[src/rtl/sram_arb_pkg.sv]
// Shared types and constants for the two-master SRAM arbiter.
package sram_arb_pkg;

  typedef enum logic [1:0] {
    IDLE  = 2'd0,
    BUSY0 = 2'd1,
    BUSY1 = 2'd2
  } state_t;

  localparam int PORT0 = 0;
  localparam int PORT1 = 1;

endpackage

[src/rtl/rr_arb2.sv]
// Two-requester round-robin picker: on a tie the port that did not win last time is granted.
module rr_arb2 (
  input  logic [1:0] req,
  input  logic       last,
  output logic [1:0] grant
);

  always_comb begin
    grant = 2'b00;
    case (req)
      2'b01:   grant = 2'b01;
      2'b10:   grant = 2'b10;
      2'b11:   grant = last ? 2'b01 : 2'b10;
      default: grant = 2'b00;
    endcase
  end

endmodule

[src/rtl/sram_arbiter.sv]
// Two-master arbiter in front of the SRAM controller: latches the granted op, holds it
// on the controller until completion, stalls the other master, and aborts hung accesses.
module sram_arbiter
  import sram_arb_pkg::*;
#(
  parameter int ADDR_W  = 32,
  parameter int DATA_W  = 32,
  parameter int TIMEOUT = 15
) (
  input  logic              clk,
  input  logic              rst,
  input  logic              r0_rd_en,
  input  logic              r0_wr_en,
  input  logic [ADDR_W-1:0] r0_address,
  input  logic [DATA_W-1:0] r0_write_data,
  output logic [DATA_W-1:0] r0_read_data,
  output logic              r0_stall,
  input  logic              r1_rd_en,
  input  logic              r1_wr_en,
  input  logic [ADDR_W-1:0] r1_address,
  input  logic [DATA_W-1:0] r1_write_data,
  output logic [DATA_W-1:0] r1_read_data,
  output logic              r1_stall,
  output logic              ctrl_rd_en,
  output logic              ctrl_wr_en,
  output logic [ADDR_W-1:0] ctrl_address,
  output logic [DATA_W-1:0] ctrl_write_data,
  input  logic [DATA_W-1:0] ctrl_read_data,
  input  logic              ctrl_busy,
  output logic              timeout_err,
  output state_t            dbg_state
);

  localparam int CNT_W = (TIMEOUT > 1) ? $clog2(TIMEOUT) : 1;

  // Handshake: a master raises rd/wr (request) and holds it with address/data stable
  // until its stall output is low; the op retires on the clock edge where req & !stall.

  state_t            state;
  logic              last_grant;
  logic [CNT_W-1:0]  wd_cnt;
  logic [DATA_W-1:0] held0;
  logic [DATA_W-1:0] held1;

  logic [1:0] req;
  logic [1:0] grant;
  logic       in_busy;
  logic       wd_expire;
  logic       done;
  logic       done0;
  logic       done1;
  logic       rd_ok0;
  logic       rd_ok1;
  logic       op_rd;
  logic       op_wr;

  assign req[PORT0] = r0_rd_en | r0_wr_en;
  assign req[PORT1] = r1_rd_en | r1_wr_en;

  rr_arb2 u_rr_arb2 (
    .req   (req),
    .last  (last_grant),
    .grant (grant)
  );

  assign op_rd = grant[PORT1] ? r1_rd_en : r0_rd_en;
  assign op_wr = grant[PORT1] ? r1_wr_en : r0_wr_en;

  // A completion is either the controller dropping busy or the watchdog giving up.
  assign in_busy   = (state == BUSY0) || (state == BUSY1);
  assign wd_expire = in_busy && ctrl_busy && (wd_cnt == CNT_W'(TIMEOUT - 1));
  assign done      = in_busy && (!ctrl_busy || wd_expire);
  assign done0     = (state == BUSY0) && done;
  assign done1     = (state == BUSY1) && done;

  // Only a genuine (non-aborted) read completion delivers controller data.
  assign rd_ok0 = done0 && !ctrl_busy && ctrl_rd_en;
  assign rd_ok1 = done1 && !ctrl_busy && ctrl_rd_en;

  assign r0_stall     = req[PORT0] & ~done0;
  assign r1_stall     = req[PORT1] & ~done1;
  assign r0_read_data = rd_ok0 ? ctrl_read_data : held0;
  assign r1_read_data = rd_ok1 ? ctrl_read_data : held1;
  assign dbg_state    = state;

  always_ff @(posedge clk or posedge rst) begin
    if (rst) begin
      state           <= IDLE;
      ctrl_rd_en      <= 1'b0;
      ctrl_wr_en      <= 1'b0;
      ctrl_address    <= '0;
      ctrl_write_data <= '0;
      last_grant      <= 1'b1;
      wd_cnt          <= '0;
      timeout_err     <= 1'b0;
    end else begin
      case (state)
        IDLE: begin
          if (|grant) begin
            state           <= grant[PORT1] ? BUSY1 : BUSY0;
            ctrl_address    <= grant[PORT1] ? r1_address : r0_address;
            ctrl_write_data <= grant[PORT1] ? r1_write_data : r0_write_data;
            ctrl_wr_en      <= op_wr;
            ctrl_rd_en      <= op_rd & ~op_wr;
            last_grant      <= grant[PORT1];
            wd_cnt          <= '0;
          end
        end
        BUSY0, BUSY1: begin
          wd_cnt <= wd_cnt + CNT_W'(1);
          if (done) begin
            state      <= IDLE;
            ctrl_rd_en <= 1'b0;
            ctrl_wr_en <= 1'b0;
          end
          if (wd_expire) begin
            timeout_err <= 1'b1;
          end
        end
        default: begin
          state      <= IDLE;
          ctrl_rd_en <= 1'b0;
          ctrl_wr_en <= 1'b0;
        end
      endcase
    end
  end

  always_ff @(posedge clk or posedge rst) begin
    if (rst) begin
      held0 <= '0;
      held1 <= '0;
    end else begin
      if (rd_ok0) held0 <= ctrl_read_data;
      if (rd_ok1) held1 <= ctrl_read_data;
    end
  end

endmodule
[config.mk]
export PLATFORM = sky130hd
export DESIGN_NAME = sram_arbiter
export DESIGN_NICKNAME = d
export VERILOG_FILES = /design/src/rtl/sram_arb_pkg.sv /design/src/rtl/rr_arb2.sv /design/src/rtl/sram_arbiter.sv
export SDC_FILE = /design/constraint.sdc
export NUM_CORES = 1
export LEC_CHECK = 0
export ABC_AREA = 1
export CORE_MARGIN = 2
export CORE_UTILIZATION = 40
export DETAILED_ROUTE_END_ITERATION = 12
export PLACE_DENSITY = 0.81
export SLEW_MARGIN = 20
export SYNTH_ARGS = -nofsm -noshare
export SYNTH_HDL_FRONTEND = slang
export SYNTH_SLANG_ARGS = --single-unit
[constraint.sdc]
create_clock -name clk -period 5.65 [get_ports clk]
set_input_delay 0.8475 -clock clk [delete_from_list [all_inputs] [get_ports clk]]
set_output_delay 0.8475 -clock clk [all_outputs]
set_load 0.05 [all_outputs]
## After elaboration in Yosys (flattened, before gate mapping)

Index checks and enable logic that the tools add are counted.

- Register bits: 138
- Bits of input ports: 167
- Output and inout port bits: 135
- Word-level logic and storage cells: 66

- Add/subtract/negate cells: 1
- Eq/ne operators: 8
- Multiplexer cells: 19
- Bitwise gates (word level): 8
- Reduce and logical (&&, ||, !) cells: 20

Operators by type and width:

| operator | count |
|---|---|
| 32-bit 2-to-1 mux | 4 |
| 1-bit logical AND | 9 |
| 2-bit 2-to-1 mux | 4 |
| 4-bit one-hot mux with 2 select lines | 1 |
| 2-bit AND reduction | 4 |
| 2-bit equality test (second input constant) | 3 |
| 2-bit one-hot mux with 3 select lines | 1 |
| 1-bit 2-to-1 mux | 5 |
| 4-bit by 1-bit adder with 4-bit output (second input constant) | 1 |
| 2-bit by 1-bit equality test with 1-bit output (second input constant) | 2 |
| 4-bit equality test (second input constant) | 1 |
| 4-bit 2-to-1 mux | 1 |
| 2-bit inequality test (second input constant) | 2 |
| 1-bit one-hot mux with 2 select lines | 2 |
| 2-bit one-hot mux with 2 select lines | 1 |
| 2-bit OR reduction | 2 |
| 1-bit bitwise AND | 3 |
| 1-bit inverter | 3 |
| 2-bit zero test | 1 |
| 1-bit logical OR | 2 |
| 1-bit OR | 2 |
| 2-bit nonzero test | 1 |
| 1-bit zero test | 1 |

## Longest topological paths before layout

- Depth after elaboration: 10
- Gate-level depth with buffers: 8
- Depth with buffers taken out: 8

## Cells and area by module

From an unflattened synthesis, not the netlist that was laid out.

- Cells, all modules: 674
- Area total of the unflattened synthesis: 5,893.2 um^2

By module, submodules not included:

| module | instances | cells each | area an instance (um^2) | sequential area each (um^2) |
|---|---|---|---|---|
| sram_arbiter | 1 | 669 | 5,871.9 | 3,454.6 |
| rr_arb2 | 1 | 5 | 21.3 | 0.0 |

## Least setup slack after synthesis

No wires, ideal clock.

- Path type: in2out
- Start point: input ctrl_busy
- End point: output r0_read_data[0]
- Data arrival time: 2,444 ps
- Required time: 4,803 ps
- Slack: 2,359 ps
- Stages on the path: 4
- Cell sequence: inv_1 nand3_2 buf_2 o21ai_0

- Longest elaborated chain between the ends: 8
- Elaborated cells on any way between the ends: 9

Ends and longest elaborated chain:

| what | line | text |
|---|---|---|
| start: declaration | sram_arbiter.sv:29 | `input logic ctrl_busy,` |
| 1-bit logical AND (2 in series) | sram_arbiter.sv:71 | `assign wd_expire = in_busy && ctrl_busy && (wd_cnt == CNT_W'(TIMEOUT - 1));` |
| 1-bit logical OR | sram_arbiter.sv:72 | `assign done = in_busy && (!ctrl_busy \|\| wd_expire);` |
| 1-bit logical AND | sram_arbiter.sv:72 |  |
| 1-bit logical AND | sram_arbiter.sv:73 | `assign done0 = (state == BUSY0) && done;` |
| 1-bit logical AND (*) (2 in series) | sram_arbiter.sv:77 | `assign rd_ok0 = done0 && !ctrl_busy && ctrl_rd_en;` |
| 32-bit 2-to-1 mux (*) | -- |  |
| end: declaration | sram_arbiter.sv:16 | `output logic [DATA_W-1:0] r0_read_data,` |

Every way passes the cells marked *; elsewhere a longest branch is shown, timed or not.

## Final worst setup path

- Start point: register state[0], in the netlist dbg_state[0]
- End point: output r1_read_data[15]

- Longest elaborated chain between the ends: 10
- Elaborated cells on any way between the ends: 11

Ends and longest elaborated chain:

| what | line | text |
|---|---|---|
| start: declaration | sram_arbiter.sv:39 | `state_t state;` |
| start signal: assignment | sram_arbiter.sv:100 | `state <= grant[PORT1] ? BUSY1 : BUSY0;` |
| 2-bit by 1-bit equality test with 1-bit output / 2-bit equality test (equally long branches) | sram_arbiter.sv:70, sram_arbiter.sv:74 |  |
| 1-bit logical OR | sram_arbiter.sv:70 | `assign in_busy = (state == BUSY0) \|\| (state == BUSY1);` |
| 1-bit logical AND (2 in series) | sram_arbiter.sv:71 |  |
| 1-bit logical OR | sram_arbiter.sv:72 |  |
| 1-bit logical AND | sram_arbiter.sv:72 |  |
| 1-bit logical AND (*) | sram_arbiter.sv:74 | `assign done1 = (state == BUSY1) && done;` |
| 1-bit logical AND (*) (2 in series) | sram_arbiter.sv:78 | `assign rd_ok1 = done1 && !ctrl_busy && ctrl_rd_en;` |
| 32-bit 2-to-1 mux (*) | -- |  |
| end: declaration | sram_arbiter.sv:22 | `output logic [DATA_W-1:0] r1_read_data,` |

Marks and branches as above.

==> impl_metrics.py <==
metrics = {
    "worst_hold_path": {
        "hold_depth": 2,
        "hold_class": "reg2reg",
    },
    "cts": {
        "root_buffer": "clkbuf_16",
        "path_clk_slew_ns": 0.06,
        "clock_latency_ns": 0.41,
        "postCtsSetupRepairBufs": 0,
        "clock_path_buffers": 2,
        "cts_inserted_buffers": 17,
        "cts_tree": "done",
        "cts_sinks": 138,
        "h-tree-depth": 4,
        "cts_resized": 0,
        "postCtsHoldBufs": 0,
    },
    "placed_design": {
        "dp_hpwl_um": 13800,
        "dp_cells": 1116,
        "place_congestion": 0.848,
        "io_buffers": 301,
        "place_ws_ns": 1.36,
    },
    "timing": {
        "max_slew_margin": 0.359,
        "finalSetupViolCount": 0,
        "hold_violations": 0,
        "setup_tns_ns": 0,
        "rsz0062_at_grt": "no",
        "fin_crit_ns": 4.29,
        "worst_pin_slew_ns": 0.962,
        "layout_setup_ws_ns": 1.36,
        "drv_slew": 0,
        "fmax_ghz": 0.233,
        "finalClockSkew_ns": 0.0123,
        "fin_crit_sh": 0.759,
    },
    "cells_and_area": {
        "nFillCells": 1199,
        "nets": 1123,
        "fin_util": 0.661,
        "drive_above_1_share": 0.0871,
        "multi_input_area_um2": 2140,
        "synthToLayoutAreaGrowth_pct": 60.3,
        "register_area_um2": 3450,
        "fin_cells": 1149,
    },
    "critical_path": {
        "path_cells": "inv_1 -> ha_1 -> inv_1 -> a21oi_4 -> nand4_4 -> buf_4 -> o21ai_2 -> clkdlybuf4s50_1",
        "worstPathArrival_ns": 3.44,
        "endpoint_kind": "output pin",
        "required_ns": 4.80,
        "r2r_cells": 8,
        "cp.depth": 8,
        "cp_slowest_cell": "clkdlybuf4s50_1",
        "cp_num_buf_inv": 4,
        "critPathTopFamily": "buffers and inverters",
        "crit_type": "reg2out",
        "crit_top_cell": "inv_1",
        "cp-start-kind": "register",
        "slowest_delay_ns": 0.83,
        "cp_max_fo": 27,
    },
    "pwr": {
        "p_per_area_nw_per_um2": 684,
        "pwr-share-clk": 0.157,
        "vdd_drop_max_mv": 0.429,
        "switching_share": 0.504,
        "net-switching-power_mw": 3.32,
        "p_comb_frac": 0.589,
        "leakagePower_nw": 4.20,
        "p_int_mw": 3.27,
        "totalPowerFinal_mw": 6.60,
        "seqPwrFrac": 0.254,
    },
    "floorplan": {
        "core_area_um2": 14600,
        "start_util": 0.412,
        "die-area_um2": 16000,
        "io_pins": 302,
        "die_y_um": 127,
        "dieWidth_um": 127,
        "rows": 44,
    },
    "yosys": {
        "yosysWarnings": 0,
        "ys_top_cells_by_count": "145 x nand2_1, 137 x dfrtp_1, 115 x o21ai_0",
        "syn-cell-area_um2": 6010,
        "syn-instance-count": 663,
        "synth_top_flop_cell": "dfrtp_1",
        "avgSynthCellArea_um2": 9.07,
        "synth_seq_area_share": 0.574,
        "synth.largest_area_cell": "dfrtp_1",
        "ys_ff_latch": 138,
        "ys_types": 26,
        "synth_area_leaders": "dfrtp_1 57%, o21ai_0 9.6%, nand2_1 9.1%",
        "synth-edff-count": 0,
        "synth_most_common_cell": "nand2_1",
        "async_flop_share": 1.00,
        "yosys.area.top_type_share": 0.570,
        "syn_nets": 835,
    },
    "status": {
        "status": "completed",
    },
    "flow_run": {
        "drv_cap": 0,
    },
    "routing": {
        "detail-route-antenna-nets": 0,
        "dr.pass1.iters": 5,
        "wire_per_inst_um": 17.0,
        "vias": 5636,
        "first_iter_violations": 472,
        "remaining_drc_errors": 0,
        "viasPerCell": 4.91,
        "totalWireLength_um": 19500,
    },
    "grt": {
        "first_global_vias": 5640,
        "antenna_found_initial": 1,
        "grt_pass1_wl_um": 30700,
        "grt_max_degree": 103,
        "grt_overflow_total": 0,
        "track_usage": 0.245,
    },
}
==> cell type report <==
cell class	count	area share
clock buffer	18	0.0445
multi-input combinational	438	0.222
inverter	47	0.0188
clock inverter	14	0.0130
timing repair buffer	309	0.319
sequential	138	0.358
tap	184	0.0239
antenna	1	0.000260
==> power groups by stage <==
stage          Clock [mW]  Sequential, mW  Combinational [mW]
3_3_place_gp            0            1.66                3.86
2_1_floorplan           0            2.52                1.72
5_1_grt              1.12            1.72                4.11
4_1_cts              1.06            1.67                3.92
3_5_place_dp            0            1.69                3.90
6_report             1.04            1.68                3.88
==> worst register-to-register path: stages (launching register included) <==
cell	delay, ns
dfrtp_1	0.38
inv_1	0.10
ha_1	0.40
inv_1	0.13
a21oi_4	0.18
nand4_4	0.38
buf_4	0.42
nand2_1	0.14
o21ai_2	0.06
==> layer usage <==
layer / GRT usage / up-vias / wire [µm]
li1: - / 2743 / -
met1: 0.298 / 2670 / 7890
met2: 0.410 / 197 / 9760
met3: 0.0784 / 26 / 1400
met4: 0.0866 / 0 / 500
met5: 0 / - / 0
==> logic make-up after synthesis <==
kind of cell    count (synthesis)  share of synthesized area
buf+inv                        87                     0.0695
compound gates                208                      0.196
fa+ha+maj                       5                     0.0104
simple gates                  225                      0.149
flops                         138                      0.574
==> sequential cells by signal, summed over array words and instances, names as in the netlist <==
name and cells:
held0 32, timeout_err 1, last_grant 1, ctrl_write_data 32, ctrl_address 32, dbg_state 2
ctrl_wr_en 1, held1 32, wd_cnt 4, ctrl_rd_en 1
==> per-stage QoR <==
stage / area, µm² / hold slack [ns]
floorplan: 6010 / 0.490
global placement: 9080 / 0.453
detailed placement: 9080 / 0.459
CTS: 9640 / 0.473
global route: 9640 / 0.484
finish: 9640 / 0.472
==> path summary, 6_finish.rpt <==
check                        startpoint          endpoint  slack [ns]
hold / removal                held1[24]         held1[24]        0.47
max in group asynchronous           rst         held1[31]        3.54
setup reg to reg           dbg_state[0]          held1[9]        3.32
min in group asynchronous           rst          held1[1]        0.99
setup / recovery           dbg_state[0]  r1_read_data[15]        1.36
hold reg to reg               held1[24]         held1[24]        0.47
==> layout by cell type, fill, tap and decap left out, types with 5 or more instances in the layout <==
cell type,count
buf_4,8
clkbuf_16,17
clkdlybuf4s50_1,301
clkinvlp_4,9
dfrtp_1,137
ha_1,5
inv_1,44
nand2_1,144
nor2_1,66
o21ai_0,115
o21ai_1,52
o21ai_2,33
Note: power is estimated with default switching activity, not from simulation.
